[src/rtl/time_pkg.sv]
// ----------------------------------------------------------------------------
// time_pkg
// Shared constants for the time-of-day datapath (counter and digit converter).
// Contents:
//   state_t    : converter FSM encoding (IDLE / PREP / CONV)
//   NOON_CS    : centiseconds in twelve hours (12:00:00.00)
//   HOUR_CS    : centiseconds in one hour
//   NUM_DIGITS : number of BCD digits in HH:MM:SS.cc
//   weight_of  : centisecond weight of digit position k (k=0 is hour tens)
// ----------------------------------------------------------------------------
package time_pkg;

   typedef enum logic [1:0] {
      ST_IDLE = 2'd0,
      ST_PREP = 2'd1,
      ST_CONV = 2'd2
   } state_t;

   localparam int unsigned NOON_CS    = 32'd4320000;
   localparam int unsigned HOUR_CS    = 32'd360000;
   localparam int unsigned NUM_DIGITS = 8;

   // Weight of each digit position, most significant first:
   // 10 h, 1 h, 10 min, 1 min, 10 s, 1 s, 10 cs, 1 cs.
   function automatic logic [31:0] weight_of(input logic [2:0] k);
      logic [31:0] w;
      case (k)
         3'd0:    w = 32'd3600000;
         3'd1:    w = 32'd360000;
         3'd2:    w = 32'd60000;
         3'd3:    w = 32'd6000;
         3'd4:    w = 32'd1000;
         3'd5:    w = 32'd100;
         3'd6:    w = 32'd10;
         default: w = 32'd1;
      endcase
      return w;
   endfunction

endpackage

[src/rtl/time_digit_converter.sv]
// ----------------------------------------------------------------------------
// time_digit_converter
// Converts a binary centisecond count into BCD digits HH:MM:SS.cc by repeated
// subtraction of per-digit weights (one subtract or one digit advance per
// clock). Optional 12-hour presentation with a PM flag.
// Ports:
//   i_Clk, i_Reset          : clock, asynchronous active-high reset
//   i_Start                 : request a conversion (accepted only when idle)
//   i_Count [BIT_WIDTH]     : centiseconds since midnight, sampled on accept
//   i_Mode_12h              : 1 = 12-hour output, sampled on accept
//   o_Busy                  : high from accept edge until the o_Valid edge
//   o_Valid                 : one-cycle pulse when new digits are presented
//   o_Hour_Tens..o_Centi_Units : BCD result digits, held between conversions
//   o_PM                    : afternoon flag (12-hour mode only)
//   o_Range_Err             : sampled count exceeded MAX_COUNT
// ----------------------------------------------------------------------------
module time_digit_converter
   import time_pkg::*;
#(
   parameter int BIT_WIDTH = 24,
   parameter int MAX_COUNT = 8639999
) (
   input  logic                 i_Clk,
   input  logic                 i_Reset,
   input  logic                 i_Start,
   input  logic [BIT_WIDTH-1:0] i_Count,
   input  logic                 i_Mode_12h,
   output logic                 o_Busy,
   output logic                 o_Valid,
   output logic [3:0]           o_Hour_Tens,
   output logic [3:0]           o_Hour_Units,
   output logic [3:0]           o_Min_Tens,
   output logic [3:0]           o_Min_Units,
   output logic [3:0]           o_Sec_Tens,
   output logic [3:0]           o_Sec_Units,
   output logic [3:0]           o_Centi_Tens,
   output logic [3:0]           o_Centi_Units,
   output logic                 o_PM,
   output logic                 o_Range_Err
);

   // One extra bit so the 12-hour "+noon" correction can never overflow.
   localparam int RW = BIT_WIDTH + 1;
   localparam logic [RW-1:0]        NOON    = RW'(NOON_CS);
   localparam logic [RW-1:0]        HOUR    = RW'(HOUR_CS);
   localparam logic [BIT_WIDTH-1:0] MAX_CNT = BIT_WIDTH'(MAX_COUNT);

   state_t          state_reg;
   logic [RW-1:0]   rem_reg;
   logic [2:0]      k_reg;
   logic            mode_reg;
   logic            pm_work_reg;
   logic            err_work_reg;
   logic [3:0]      work_reg  [NUM_DIGITS];
   logic [3:0]      digit_reg [NUM_DIGITS];
   logic            pm_reg;
   logic            err_reg;
   logic            valid_reg;
   logic            busy_reg;

   logic [RW-1:0]   weight;
   logic [RW-1:0]   prep_rem;
   logic            prep_pm;

   always_comb begin
      weight = RW'(weight_of(k_reg));

      // 12-hour fold: strip the afternoon half, then show hour 0 as 12.
      prep_rem = rem_reg;
      prep_pm  = 1'b0;
      if (rem_reg >= NOON) begin
         prep_rem = rem_reg - NOON;
         prep_pm  = 1'b1;
      end
      if (prep_rem < HOUR) begin
         prep_rem = prep_rem + NOON;
      end
   end

   always_ff @(posedge i_Clk or posedge i_Reset) begin
      if (i_Reset) begin
         state_reg    <= ST_IDLE;
         rem_reg      <= '0;
         k_reg        <= '0;
         mode_reg     <= 1'b0;
         pm_work_reg  <= 1'b0;
         err_work_reg <= 1'b0;
         pm_reg       <= 1'b0;
         err_reg      <= 1'b0;
         valid_reg    <= 1'b0;
         busy_reg     <= 1'b0;
         for (int i = 0; i < NUM_DIGITS; i++) begin
            work_reg[i]  <= '0;
            digit_reg[i] <= '0;
         end
      end else begin
         valid_reg <= 1'b0;
         case (state_reg)
            ST_IDLE: begin
               if (i_Start) begin
                  rem_reg      <= {1'b0, i_Count};
                  mode_reg     <= i_Mode_12h;
                  err_work_reg <= (i_Count > MAX_CNT);
                  pm_work_reg  <= 1'b0;
                  k_reg        <= '0;
                  busy_reg     <= 1'b1;
                  for (int i = 0; i < NUM_DIGITS; i++) begin
                     work_reg[i] <= '0;
                  end
                  state_reg    <= ST_PREP;
               end
            end

            ST_PREP: begin
               if (mode_reg) begin
                  rem_reg     <= prep_rem;
                  pm_work_reg <= prep_pm;
               end
               k_reg     <= '0;
               state_reg <= ST_CONV;
            end

            ST_CONV: begin
               if (rem_reg >= weight) begin
                  rem_reg         <= rem_reg - weight;
                  work_reg[k_reg] <= work_reg[k_reg] + 4'd1;
               end else if (k_reg == 3'd7) begin
                  // Publish the whole result in one edge so the outputs
                  // never show a partially converted time.
                  for (int i = 0; i < NUM_DIGITS; i++) begin
                     digit_reg[i] <= work_reg[i];
                  end
                  pm_reg    <= pm_work_reg;
                  err_reg   <= err_work_reg;
                  valid_reg <= 1'b1;
                  busy_reg  <= 1'b0;
                  state_reg <= ST_IDLE;
               end else begin
                  k_reg <= k_reg + 3'd1;
               end
            end

            default: begin
               state_reg <= ST_IDLE;
               busy_reg  <= 1'b0;
            end
         endcase
      end
   end

   assign o_Busy        = busy_reg;
   assign o_Valid       = valid_reg;
   assign o_Hour_Tens   = digit_reg[0];
   assign o_Hour_Units  = digit_reg[1];
   assign o_Min_Tens    = digit_reg[2];
   assign o_Min_Units   = digit_reg[3];
   assign o_Sec_Tens    = digit_reg[4];
   assign o_Sec_Units   = digit_reg[5];
   assign o_Centi_Tens  = digit_reg[6];
   assign o_Centi_Units = digit_reg[7];
   assign o_PM          = pm_reg;
   assign o_Range_Err   = err_reg;

endmodule
[config.mk]
export PLATFORM = sky130hd
export DESIGN_NAME = time_digit_converter
export DESIGN_NICKNAME = d
export VERILOG_FILES = /design/src/rtl/time_pkg.sv /design/src/rtl/time_digit_converter.sv
export SDC_FILE = /design/constraint.sdc
export NUM_CORES = 1
export LEC_CHECK = 0
export BUFFER_PORTS_ARGS = -buffer_cell sky130_fd_sc_hd__buf_2
export CORE_MARGIN = 8
export CORE_UTILIZATION = 44
export DETAILED_ROUTE_END_ITERATION = 16
export PLACE_DENSITY = 0.75
export SYNTH_ARGS = -nofsm -noshare
export SYNTH_HDL_FRONTEND = slang
export SYNTH_SLANG_ARGS = --single-unit
[constraint.sdc]
create_clock -name i_Clk -period 4.6 [get_ports i_Clk]
set_clock_uncertainty 0.05 [all_clocks]
set_input_delay 0.23 -clock i_Clk [delete_from_list [all_inputs] [get_ports i_Clk]]
set_output_delay 0.23 -clock i_Clk [all_outputs]
set_load 0.01 [all_outputs]
---- Word level (Yosys, flattened, before mapping) ----
Index checks and enable logic that the tools add are counted.
word-level totals
  output and inout port bits .............. 36
  word-level logic and storage cells ...... 104
  register bits ........................... 101
  input port bits ......................... 28
cells by class
  muxes and demuxes ....................... 35
  eq/ne operators ......................... 15
  reductions and logical operators ........ 14
  add/sub/neg operators ................... 5
  $lt $le $gt $ge ......................... 6
  bitwise gates (word level) .............. 3
operators with widths
  kind                      count
  $pmux W22 S7              1
  $mux W25                  5
  $pmux W25 S3              1
  $mux W32                  2
  $pmux W32 S2              1
  $bwmux W32                1
  $add A25 B23 Y25 const B  1
  $ge A25 B23 Y1 const B    1
  $ge A25 B25 Y1            1
  $lt A25 B19 Y1 const B    1
  $sub A25 B23 Y25 const B  1
  $sub A25 B25 Y25          1
  $gt A24 B24 Y1 const B    1
  $bmux W4 S3               1
  $demux W4 S3              1
  $eq A3 B3 Y1 const B      4
  $mux W4                   3
  $ne A2 B2 Y1 const B      6
  $reduce_and A3 Y1         4
  $reduce_and A4 Y1         3
  $mux W1                   9
  $mux W3                   3
  $pmux W3 S3               1
  $eq A3 B2 Y1 const B      2
  other kinds (19)          23

---- Logic depth before layout (Yosys ltp) ----
Gate-level depths: netlist of the first run.
  depth after elaboration ................. 8
  gate-level depth with buffers ........... 24

---- Worst setup path before layout of the first run ----
OpenSTA, ideal clock, no wires.
  path type ............................... reg-to-reg
  start ................................... register k_reg[0]
  end ..................................... register digit_reg (netlist bit o_Centi_Tens[3])
  cell stages (with the launch flop) ...... 24
  data arrival time ....................... 4.838 ns
  buffers on the path ..................... 5
  setup slack ............................. -0.413 ns
  cell sequence ........................... dfrtp_1 -> clkbuf_1 -> clkbuf_1 -> inv_1 -> ha_1 -> mux2_2 -> inv_1 -> and3_1 -> and3_1 -> nand2b_1 -> and2_1 -> ha_1 -> and4_1 -> nand2_1 -> or2_2 -> nor4_1 -> nor4_1 -> and3_1 -> and2_0 -> clkbuf_1 -> nand2_1 -> clkbuf_1 -> clkbuf_1 -> mux2_2
on the way
  cells in the longest elaborated chain, start to end .. 5
  elaborated cells between the ends (all ways) .. 12
RTL lines
  item                                    line                         text
  from (decl)                             time_digit_converter.sv:50   logic [2:0] k_reg;
  from (signal assigned)                  time_digit_converter.sv:139  k_reg <= k_reg + 3'd1;
  $eq A3 B3 Y1 (tied with other cells)    time_pkg.sv:27               case (k)
  $pmux W22 S7                            time_pkg.sv:27
  $ge A25 B25 Y1                          time_digit_converter.sv:124  if (rem_reg >= weight) begin
  $not A1 Y1 (no source line)             -
  $reduce_and A3 Y1 (no source line) (*)  -
  to (signal, indexed assignment)         time_digit_converter.sv:131  digit_reg[i] <= work_reg[i];
  to (decl)                               time_digit_converter.sv:55   logic [3:0] digit_reg [NUM_DIGITS];
Mark *: on every way between the ends. The rest lies on a longest branch, timed or not.
A chain may end at the register's enable or synchronous reset.

---- Worst setup path after layout of the first run ----
  start ................................... register k_reg[1]
  end ..................................... register work_reg[3] (netlist bit)
on the way
  cells in the longest elaborated chain, start to end .. 8
  elaborated cells between the ends (all ways) .. 24
RTL lines
  item                                                                    line                         text
  parallel branches: the longest is 8 deep, another holds $ge A25 B25 Y1  -
  to (signal, indexed assignment)                                         time_digit_converter.sv:126  work_reg[k_reg] <= work_reg[k_reg] + 4'd1;
  to (decl)                                                               time_digit_converter.sv:54   logic [3:0] work_reg [NUM_DIGITS];
Several ways; the timed one is not identified. The select of a mux whose other input is x is not followed.

==> impl_metrics.prom, run 1 <==
# TYPE chip_impl_metric gauge
chip_impl_info{name="outcome",value="finished clean"} 1
chip_impl_metric{name="insertion_delay",unit="ns"} 0.35
chip_impl_metric{name="dr.first_iter.drc_count",unit=""} 825
chip_impl_metric{name="final_layout_size_suffix_gt1_frac",unit=""} 0.200
chip_impl_metric{name="finalNetCount",unit=""} 935
chip_impl_info{name="maxUsedRoutingLayer",value="met4"} 1
chip_impl_metric{name="grt_pass1_vias",unit=""} 6358
chip_impl_metric{name="flop_and_latch_count_out_of_synthesis",unit=""} 101
chip_impl_metric{name="area.sequential",unit="sq um"} 2530
chip_impl_metric{name="max_slew_margin",unit=""} 0.513
chip_impl_info{name="hold_crit_class",value="in2reg"} 1
chip_impl_metric{name="detailroute.via_count",unit=""} 6666
chip_impl_metric{name="synth_nets",unit=""} 875
chip_impl_info{name="final_common_cell",value="sky130_fd_sc_hd__dfrtp_1"} 1
chip_impl_metric{name="drt-pass1-iter-count",unit=""} 6
chip_impl_metric{name="cts_max_path_buffers",unit=""} 2
chip_impl_info{name="critical-path-slowest-cell",value="sky130_fd_sc_hd__or3_1"} 1
chip_impl_metric{name="remaining_drc_errors",unit=""} 0
chip_impl_metric{name="yosysWarningCount",unit=""} 0
chip_impl_metric{name="power-per-cell-area",unit="nW/um^2"} 738
chip_impl_info{name="layout.cells.most_common_list",value="sky130_fd_sc_hd__dfrtp_1 (100), sky130_fd_sc_hd__nand2_1 (77), sky130_fd_sc_hd__buf_2 (63)"} 1
chip_impl_metric{name="area.growth.synth_to_final",unit="%"} 14.7
chip_impl_metric{name="nFillCells",unit=""} 1529
chip_impl_metric{name="worst-path-max-fanout",unit=""} 9
chip_impl_metric{name="seq_area_frac_synth",unit=""} 0.352
chip_impl_metric{name="io-pin-count",unit=""} 64
chip_impl_info{name="dominantRegCellSynth",value="sky130_fd_sc_hd__dfrtp_1"} 1
chip_impl_metric{name="synth_cell_type_count",unit=""} 73
chip_impl_metric{name="synthesis.area",unit="sq um"} 7180
chip_impl_metric{name="final_hold_viol_count",unit=""} 0
chip_impl_metric{name="height_of_the_die",unit="um"} 144
chip_impl_metric{name="count_of_flip_flops_with_a_built_in_enable_after_synthesis",unit=""} 0
chip_impl_metric{name="synthArstFlopShare",unit=""} 1.00
chip_impl_metric{name="grt_pass1_wl",unit="um"} 34000
chip_impl_metric{name="peak_freq",unit="GHz"} 0.230
chip_impl_info{name="tritoncts",value="done"} 1
chip_impl_metric{name="tritoncts.num_buffers",unit=""} 9
chip_impl_info{name="crit_chain",value="inv_2 > buf_4 > ha_2 > nand2_2 > and3_1 > and3_1 > nand2b_1 > and2_1 > ha_4 > and4_1 > nand2_1 > or2_2 > nor4_2 > nor4_1 > and3_1 > a22o_1 > or3_1 > o22ai_1"} 1
chip_impl_metric{name="placementRows",unit=""} 46
chip_impl_metric{name="cp.required",unit="ns"} 4.82
chip_impl_info{name="crit_path_start_kind",value="register"} 1
chip_impl_metric{name="route.met2.wl",unit="um"} 9320
chip_impl_metric{name="number_of_flip_flops_in_the_largest_register",unit=""} 32
chip_impl_metric{name="critical-path-max-stage-delay",unit="ns"} 0.50
chip_impl_info{name="path_class",value="reg2reg"} 1
chip_impl_metric{name="vdd_drop_max",unit="mV"} 0.300
chip_impl_metric{name="wl_met3",unit="um"} 1840
chip_impl_metric{name="vias_per_cell",unit=""} 6.13
chip_impl_metric{name="grt_start_max_net_pins",unit=""} 54
chip_impl_metric{name="period_share",unit=""} 0.945
chip_impl_metric{name="post_synth.cell_area_avg",unit="sq um"} 8.89
chip_impl_metric{name="die_width",unit="um"} 144
chip_impl_metric{name="placed_cells",unit=""} 1066
chip_impl_metric{name="cts_max_level",unit=""} 3
chip_impl_metric{name="clkSlewWorstSetupHoldPaths",unit="ns"} 0.08
chip_impl_metric{name="place_hpwl",unit="um"} 15500
chip_impl_metric{name="tritoncts_sink_count",unit=""} 101
chip_impl_metric{name="port-buffer-count",unit=""} 63
chip_impl_metric{name="arrival",unit="ns"} 4.57
chip_impl_metric{name="core_area",unit="sq um"} 15900
chip_impl_metric{name="antenna_found_initial",unit=""} 1
chip_impl_info{name="cts.root.buffer_cell",value="sky130_fd_sc_hd__clkbuf_16"} 1
chip_impl_metric{name="worst-slew-pin-transition",unit="ns"} 0.731
chip_impl_metric{name="drv_slew",unit=""} 0
chip_impl_metric{name="fin_cells",unit=""} 1088
chip_impl_metric{name="routedWlPerCell",unit="um"} 19.2
chip_impl_metric{name="layout_min_cycle_time",unit="ns"} 4.35
chip_impl_metric{name="gp_congestion",unit=""} 0.964
chip_impl_metric{name="drv_cap",unit=""} 0
chip_impl_metric{name="postRouteAntennaNets",unit=""} 0
chip_impl_metric{name="syn-instance-count",unit=""} 807
chip_impl_metric{name="multi_input_area",unit="sq um"} 4360
chip_impl_metric{name="p_leak",unit="nW"} 3.72
chip_impl_metric{name="number_of_antenna_repair_diodes",unit=""} 0
chip_impl_metric{name="place_ws",unit="ns"} -0.0175
chip_impl_metric{name="initial_core_util",unit=""} 0.450
chip_impl_metric{name="fp.dieArea",unit="sq um"} 20700
chip_impl_metric{name="final_worst_slack",unit="ns"} 0.253
chip_impl_metric{name="setup-violations-final",unit=""} 0
chip_impl_metric{name="grt_remaining_overflow",unit=""} 0
chip_impl_info{name="cp-end-kind",value="register"} 1
chip_impl_info{name="critPathMostFrequentCell",value="sky130_fd_sc_hd__and3_1"} 1
chip_impl_metric{name="route.layer.met1.wl",unit="um"} 9280
chip_impl_metric{name="grt_util_all_layers",unit=""} 0.207
chip_impl_metric{name="route.final.wire_length",unit="um"} 20900
chip_impl_metric{name="setup.reg_to_reg.worst_slack",unit="ns"} 0.25
-- stage by stage --
step	area [sq um]	utilization	power, mW	setup TNS, ns	hold slack, ns
after floorplan	7200	-	4.12	0	0.327
final	8240	0.517	6.08	0	0.0800
after CTS	8120	0.509	5.91	0	0.0715
after detailed placement	7770	0.487	5.06	-0.0175	0.342
after global placement	7770	0.487	5.04	0	0.336
after global routing	8240	0.517	6.54	-0.000897	0.0790
-- synthesized netlist by cell type (all sizes together), types with 4 or more instances --
cell     number  area, sq um
xnor2        26          228
a221oi        5         43.8
o221ai        6         52.6
nand3        23          125
o21ai        66          342
a41oi         6         52.6
a211oi       10         75.1
nor2b         5         31.3
nand2b        5         31.3
o31ai        11         82.6
o211ai       12         90.1
o22ai        16          100
clkbuf       38          143
or2           6         37.5
a21oi        50          250
o21a          5         37.5
ha           39          488
o2bb2ai       7         61.3
mux2i         9         90.1
dfrtp       101         2530
nor2         38          143
xor2         10         87.6
a21o         18          135
a31oi         7         43.8
inv          49          184
buf           6         43.8
nor4          7         43.8
a32oi         4         35.0
a22o          7         61.3
or3          10         67.6
and3         10         62.6
nand2        78          293
and2         11         68.8
nor3         16         80.1
nand4         9         56.3
mux2         27          304
mux4          8          180
-- worst max-delay path: cells and delay by family (launching register included) --
family,cells,cell delay [ns]
buf+inv,2,0.23
flops,1,0.43
compound gates,2,0.59
fa+ha+maj,2,0.51
simple gates,12,2.47
-- final timing paths --
| check | depth (start not counted) | to | startpoint |
|---|---|---|---|
| max reg2reg | 18 | work_reg[3]$_DFFE_PP0P_ | k_reg[1]$_DFFE_PP0P_ |
| max | 18 | work_reg[3]$_DFFE_PP0P_ | k_reg[1]$_DFFE_PP0P_ |
| max in group asynchronous | 4 | o_Sec_Tens[3]$_DFFE_PP0P_ | i_Reset |
| min reg2reg | 2 | o_Sec_Units[3]$_DFFE_PP0P_ | o_Sec_Units[3]$_DFFE_PP0P_ |
| min | 2 | mode_reg$_DFFE_PP0P_ | i_Mode_12h |
| min in group asynchronous | 3 | o_Min_Units[3]$_DFFE_PP0P_ | i_Reset |
-- layer usage --
metal  global-route usage  vias up
li1                     -     3119
met1                0.283     3165
met2                0.313      346
met3               0.0464       36
met4               0.0780        0
met5                    0        -
-- cell families (layout without fill, tap and decap cells) --
group | after synthesis | after routing | share of synthesized area
XOR/XNOR | 36 | 36 | 0.0439
flip-flops | 101 | 101 | 0.352
AO/OA/AOI/OAI | 260 | 260 | 0.241
multiplexers | 44 | 44 | 0.0800
adder cells (fa/ha/maj) | 40 | 40 | 0.0708
AND/OR/NAND/NOR | 231 | 231 | 0.160
buffers and inverters | 95 | 160 | 0.0526
-- cell type report --
cell class	instances	area share
flip-flops and latches	101	0.307
inverters	51	0.0235
clock inverters	7	0.0125
clock buffers	9	0.0273
well taps	216	0.0328
repair buffers	93	0.0673
multi-input cells	611	0.530
-- what timing repair did --
action / 4_1_cts / 5_1_grt
endpoints found under the setup margin: 2 / 97
resized for setup: 2 / 22
hold endpoints to repair: 52 / 0
hold buffers: 1 / 0
setup buffers: 0 / 5
pin swaps: 0 / 3
-- power by group --
group / internal [mW] / switching [mW] / leakage [nW]
clock network: 0.442 / 0.373 / 0.160
logic: 1.58 / 2.33 / 2.20
registers: 1.05 / 0.298 / 1.35
total: 3.08 / 3.01 / 3.72
(Power assumes the default switching activity.)
==> inputs of run 2 (changes only) <==
--- a/config.mk
+++ b/config.mk
@@ -9,7 +9,9 @@
 export CORE_MARGIN = 8
 export CORE_UTILIZATION = 44
 export DETAILED_ROUTE_END_ITERATION = 16
-export PLACE_DENSITY = 0.75
+export GPL_TIMING_DRIVEN = 0
+export PLACE_DENSITY_LB_ADDON = 0.2
+export SETUP_SLACK_MARGIN = 0.4
 export SYNTH_ARGS = -nofsm -noshare
 export SYNTH_HDL_FRONTEND = slang
 export SYNTH_SLANG_ARGS = --single-unit
==> run 2 against run 1 <==
- final cell count up 4.8%
- sequential power down 7%
- register-to-register slack improved by 0.15 ns
- count of clock-buffer cells in the layout unchanged
- routed wire length rose by 9.6%
- setup slack improved by 0.15 ns
- critical path depth rose by 5
- largest cell class unchanged
==> impl_metrics.prom, run 2 (synthesis gave the netlist of run 1 again) <==
# TYPE chip_impl_metric gauge
chip_impl_info{name="outcome",value="finished clean"} 1
chip_impl_metric{name="combPwrFrac",unit=""} 0.697
chip_impl_metric{name="vias_per_cell",unit=""} 6.07
chip_impl_metric{name="initial_core_util",unit=""} 0.450
chip_impl_metric{name="post_dp_cell_area",unit="sq um"} 7970
chip_impl_metric{name="max_slew_margin",unit=""} 0.426
chip_impl_metric{name="r2r.worst_path.cells",unit=""} 23
chip_impl_metric{name="arrival",unit="ns"} 4.38
chip_impl_info{name="startpoint",value="k_reg[0]$_DFFE_PP0P_"} 1
chip_impl_metric{name="tritoncts.num_buffers",unit=""} 9
chip_impl_metric{name="die_width",unit="um"} 144
chip_impl_metric{name="final_hold_viol_count",unit=""} 0
chip_impl_metric{name="placementRows",unit=""} 46
chip_impl_metric{name="vdd_drop_max",unit="mV"} 0.534
chip_impl_metric{name="drv_cap",unit=""} 0
chip_impl_metric{name="setup_total_negative_slack",unit="ns"} 0
chip_impl_metric{name="number_of_antenna_repair_diodes",unit=""} 0
chip_impl_metric{name="cts_max_path_buffers",unit=""} 2
chip_impl_metric{name="place_hpwl",unit="um"} 17100
chip_impl_metric{name="area.growth.synth_to_final",unit="%"} 26.0
chip_impl_metric{name="p_leak",unit="nW"} 4.01
chip_impl_metric{name="insertion_delay",unit="ns"} 0.36
chip_impl_metric{name="routedWlPerCell",unit="um"} 20.1
chip_impl_metric{name="gp_congestion",unit=""} 0.960
chip_impl_info{name="tritoncts",value="done"} 1
chip_impl_metric{name="port-buffer-count",unit=""} 62
chip_impl_info{name="cp-end-kind",value="register"} 1
chip_impl_info{name="final_common_cell",value="sky130_fd_sc_hd__dfrtp_1"} 1
chip_impl_info{name="regToRegEndpoint",value="rem_reg[13]$_DFFE_PP0P_"} 1
chip_impl_metric{name="p_int",unit="mW"} 3.46
chip_impl_metric{name="dr.first_iter.drc_count",unit=""} 705
chip_impl_metric{name="switching_power",unit="mW"} 3.33
chip_impl_metric{name="fin_cells",unit=""} 1140
chip_impl_metric{name="worst-slew-pin-transition",unit="ns"} 0.861
chip_impl_info{name="reg2reg_start",value="k_reg[0]$_DFFE_PP0P_"} 1
chip_impl_metric{name="detailroute.via_count",unit=""} 6918
chip_impl_info{name="cts.root.buffer_cell",value="sky130_fd_sc_hd__clkbuf_16"} 1
chip_impl_info{name="crit_path_start_kind",value="register"} 1
chip_impl_metric{name="postRouteAntennaNets",unit=""} 0
chip_impl_metric{name="stdcell_area",unit="sq um"} 9050
chip_impl_metric{name="finish.utilization",unit=""} 0.567
chip_impl_metric{name="height_of_the_die",unit="um"} 144
chip_impl_metric{name="drv_slew",unit=""} 0
chip_impl_metric{name="setup-violations-final",unit=""} 0
chip_impl_metric{name="switching_share_of_power",unit=""} 0.491
chip_impl_metric{name="antenna_found_initial",unit=""} 0
chip_impl_metric{name="period_share",unit=""} 0.912
chip_impl_metric{name="finalNetCount",unit=""} 987
chip_impl_metric{name="cts_max_level",unit=""} 3
chip_impl_metric{name="setup.reg_to_reg.worst_slack",unit="ns"} 0.40
chip_impl_metric{name="power-per-cell-area",unit="nW/um^2"} 751
chip_impl_metric{name="placed_cells",unit=""} 1086
chip_impl_metric{name="worst-path-max-fanout",unit=""} 5
chip_impl_metric{name="clkSlewWorstSetupHoldPaths",unit="ns"} 0.08
chip_impl_info{name="hold_crit_class",value="in2reg"} 1
chip_impl_metric{name="peak_freq",unit="GHz"} 0.238
chip_impl_metric{name="sequentialPowerShare",unit=""} 0.184
chip_impl_metric{name="clock_power_share",unit=""} 0.119
chip_impl_metric{name="grt_remaining_overflow",unit=""} 0
chip_impl_metric{name="grt_pass1_vias",unit=""} 6685
chip_impl_metric{name="grt_pass1_wl",unit="um"} 36100
chip_impl_metric{name="drt-pass1-iter-count",unit=""} 5
chip_impl_info{name="rsz_0062_raised_after_global_routing",value="true"} 1
chip_impl_metric{name="finalHoldWorstSlack",unit="ns"} 0.0580
chip_impl_info{name="path_class",value="reg2reg"} 1
chip_impl_metric{name="grt_start_max_net_pins",unit=""} 60
chip_impl_metric{name="layout_min_cycle_time",unit="ns"} 4.20
chip_impl_metric{name="number_of_flip_flops_in_the_largest_register",unit=""} 32
chip_impl_info{name="setup_crit_end",value="rem_reg[13]$_DFFE_PP0P_"} 1
chip_impl_metric{name="grt_util_all_layers",unit=""} 0.225
chip_impl_metric{name="tritoncts_sink_count",unit=""} 101
chip_impl_metric{name="final_layout_size_suffix_gt1_frac",unit=""} 0.273
chip_impl_metric{name="core_area",unit="sq um"} 15900
chip_impl_metric{name="cp.required",unit="ns"} 4.79
chip_impl_metric{name="remaining_drc_errors",unit=""} 0
chip_impl_info{name="layout.cells.most_common_list",value="sky130_fd_sc_hd__dfrtp_1 (100), sky130_fd_sc_hd__nand2_1 (74), sky130_fd_sc_hd__buf_2 (64)"} 1
chip_impl_metric{name="route.final.wire_length",unit="um"} 22900
chip_impl_metric{name="io-pin-count",unit=""} 64
chip_impl_metric{name="fp.dieArea",unit="sq um"} 20700
==> run 2: cell count changes in the layout (fill, tap and decap cells not counted), moves of 6 or more <==
cell	change
sky130_fd_sc_hd__clkbuf_1	+24
sky130_fd_sc_hd__o21ai_0	-16
sky130_fd_sc_hd__buf_6	+12
sky130_fd_sc_hd__o21ai_1	+9
sky130_fd_sc_hd__a21oi_1	-6
sky130_fd_sc_hd__a21oi_2	+6
sky130_fd_sc_hd__o21ai_2	+6
==> run 2: through the flow <==
| stage | power, mW | setup slack (ns) |
|---|---|---|
| after floorplan | 4.23 | 0.402 |
| after global placement | 5.20 | -0.650 |
| after detailed placement | 5.22 | -0.616 |
| after CTS | 6.44 | 0.358 |
| after global routing | 7.24 | 0.265 |
| final | 6.79 | 0.404 |
==> run 2: worst min-delay path by stage <==
stage,startpoint,cells past startpoint,to
after floorplan,i_Count[23],2,err_work_reg$_DFFE_PP0P_
after global placement,err_work_reg$_DFFE_PP0P_,2,err_work_reg$_DFFE_PP0P_
after detailed placement,i_Reset,2,o_PM$_DFFE_PP0P_
after CTS,i_Mode_12h,2,mode_reg$_DFFE_PP0P_
after global routing,i_Mode_12h,2,mode_reg$_DFFE_PP0P_
final,i_Mode_12h,2,mode_reg$_DFFE_PP0P_
==> run 2: power groups by stage <==
| stage | logic [mW] | registers (mW) | clock network, mW |
|---|---|---|---|
| final | 4.73 | 1.25 | 0.807 |
| after global routing | 5.12 | 1.26 | 0.854 |
| after CTS | 4.38 | 1.24 | 0.823 |
| after detailed placement | 3.97 | 1.25 | 0 |
| after global placement | 3.95 | 1.25 | 0 |
| after floorplan | 3.05 | 1.19 | 0 |
==> run 2: metal layers <==
| metal | GRT usage | share of wire |
|---|---|---|
| met5 | 0 | 0 |
| met4 | 0.0791 | 0.031 |
| met3 | 0.0365 | 0.066 |
| met2 | 0.364 | 0.47 |
| met1 | 0.297 | 0.44 |
==> run 2: cell type report <==
type,instances,area [sq um]
fill,1438,6900
timing repair buffer,101,677
clock inverter,7,81.3
tap,216,270
sequential,101,2530
multi-input combinational,611,4700
clock buffer,9,225
buffer,44,354
inverter,51,209
==> run 2: worst max-delay path, cell delays in order (launching register included) <==
cell                        delay [ns]
sky130_fd_sc_hd__dfrtp_1          0.40
sky130_fd_sc_hd__clkbuf_8         0.16
sky130_fd_sc_hd__clkbuf_16        0.13
sky130_fd_sc_hd__inv_8            0.03
sky130_fd_sc_hd__ha_4             0.16
sky130_fd_sc_hd__mux2_4           0.28
sky130_fd_sc_hd__inv_4            0.05
sky130_fd_sc_hd__and3_4           0.18
sky130_fd_sc_hd__and3_4           0.19
sky130_fd_sc_hd__o21bai_4         0.13
sky130_fd_sc_hd__ha_4             0.23
sky130_fd_sc_hd__buf_6            0.11
sky130_fd_sc_hd__a21o_1           0.15
sky130_fd_sc_hd__a21o_1           0.16
sky130_fd_sc_hd__a21o_1           0.18
sky130_fd_sc_hd__a21oi_2          0.15
sky130_fd_sc_hd__o21ai_2          0.10
sky130_fd_sc_hd__o21ai_4          0.23
sky130_fd_sc_hd__and2_4           0.19
sky130_fd_sc_hd__buf_8            0.14
sky130_fd_sc_hd__buf_12           0.11
sky130_fd_sc_hd__nor2_2           0.03
sky130_fd_sc_hd__a31o_1           0.23
sky130_fd_sc_hd__a221o_1          0.30
==> run 2: timing repair <==
item / 4_1_cts / 5_1_grt
pin swaps: 21 / 18
hold buffers: 1 / 0
hold endpoints to repair: 42 / 0
buffers inserted: 27 / 9
resized for setup: 58 / 71
endpoints found under the setup margin: 98 / 97
cloned: 0 / 1
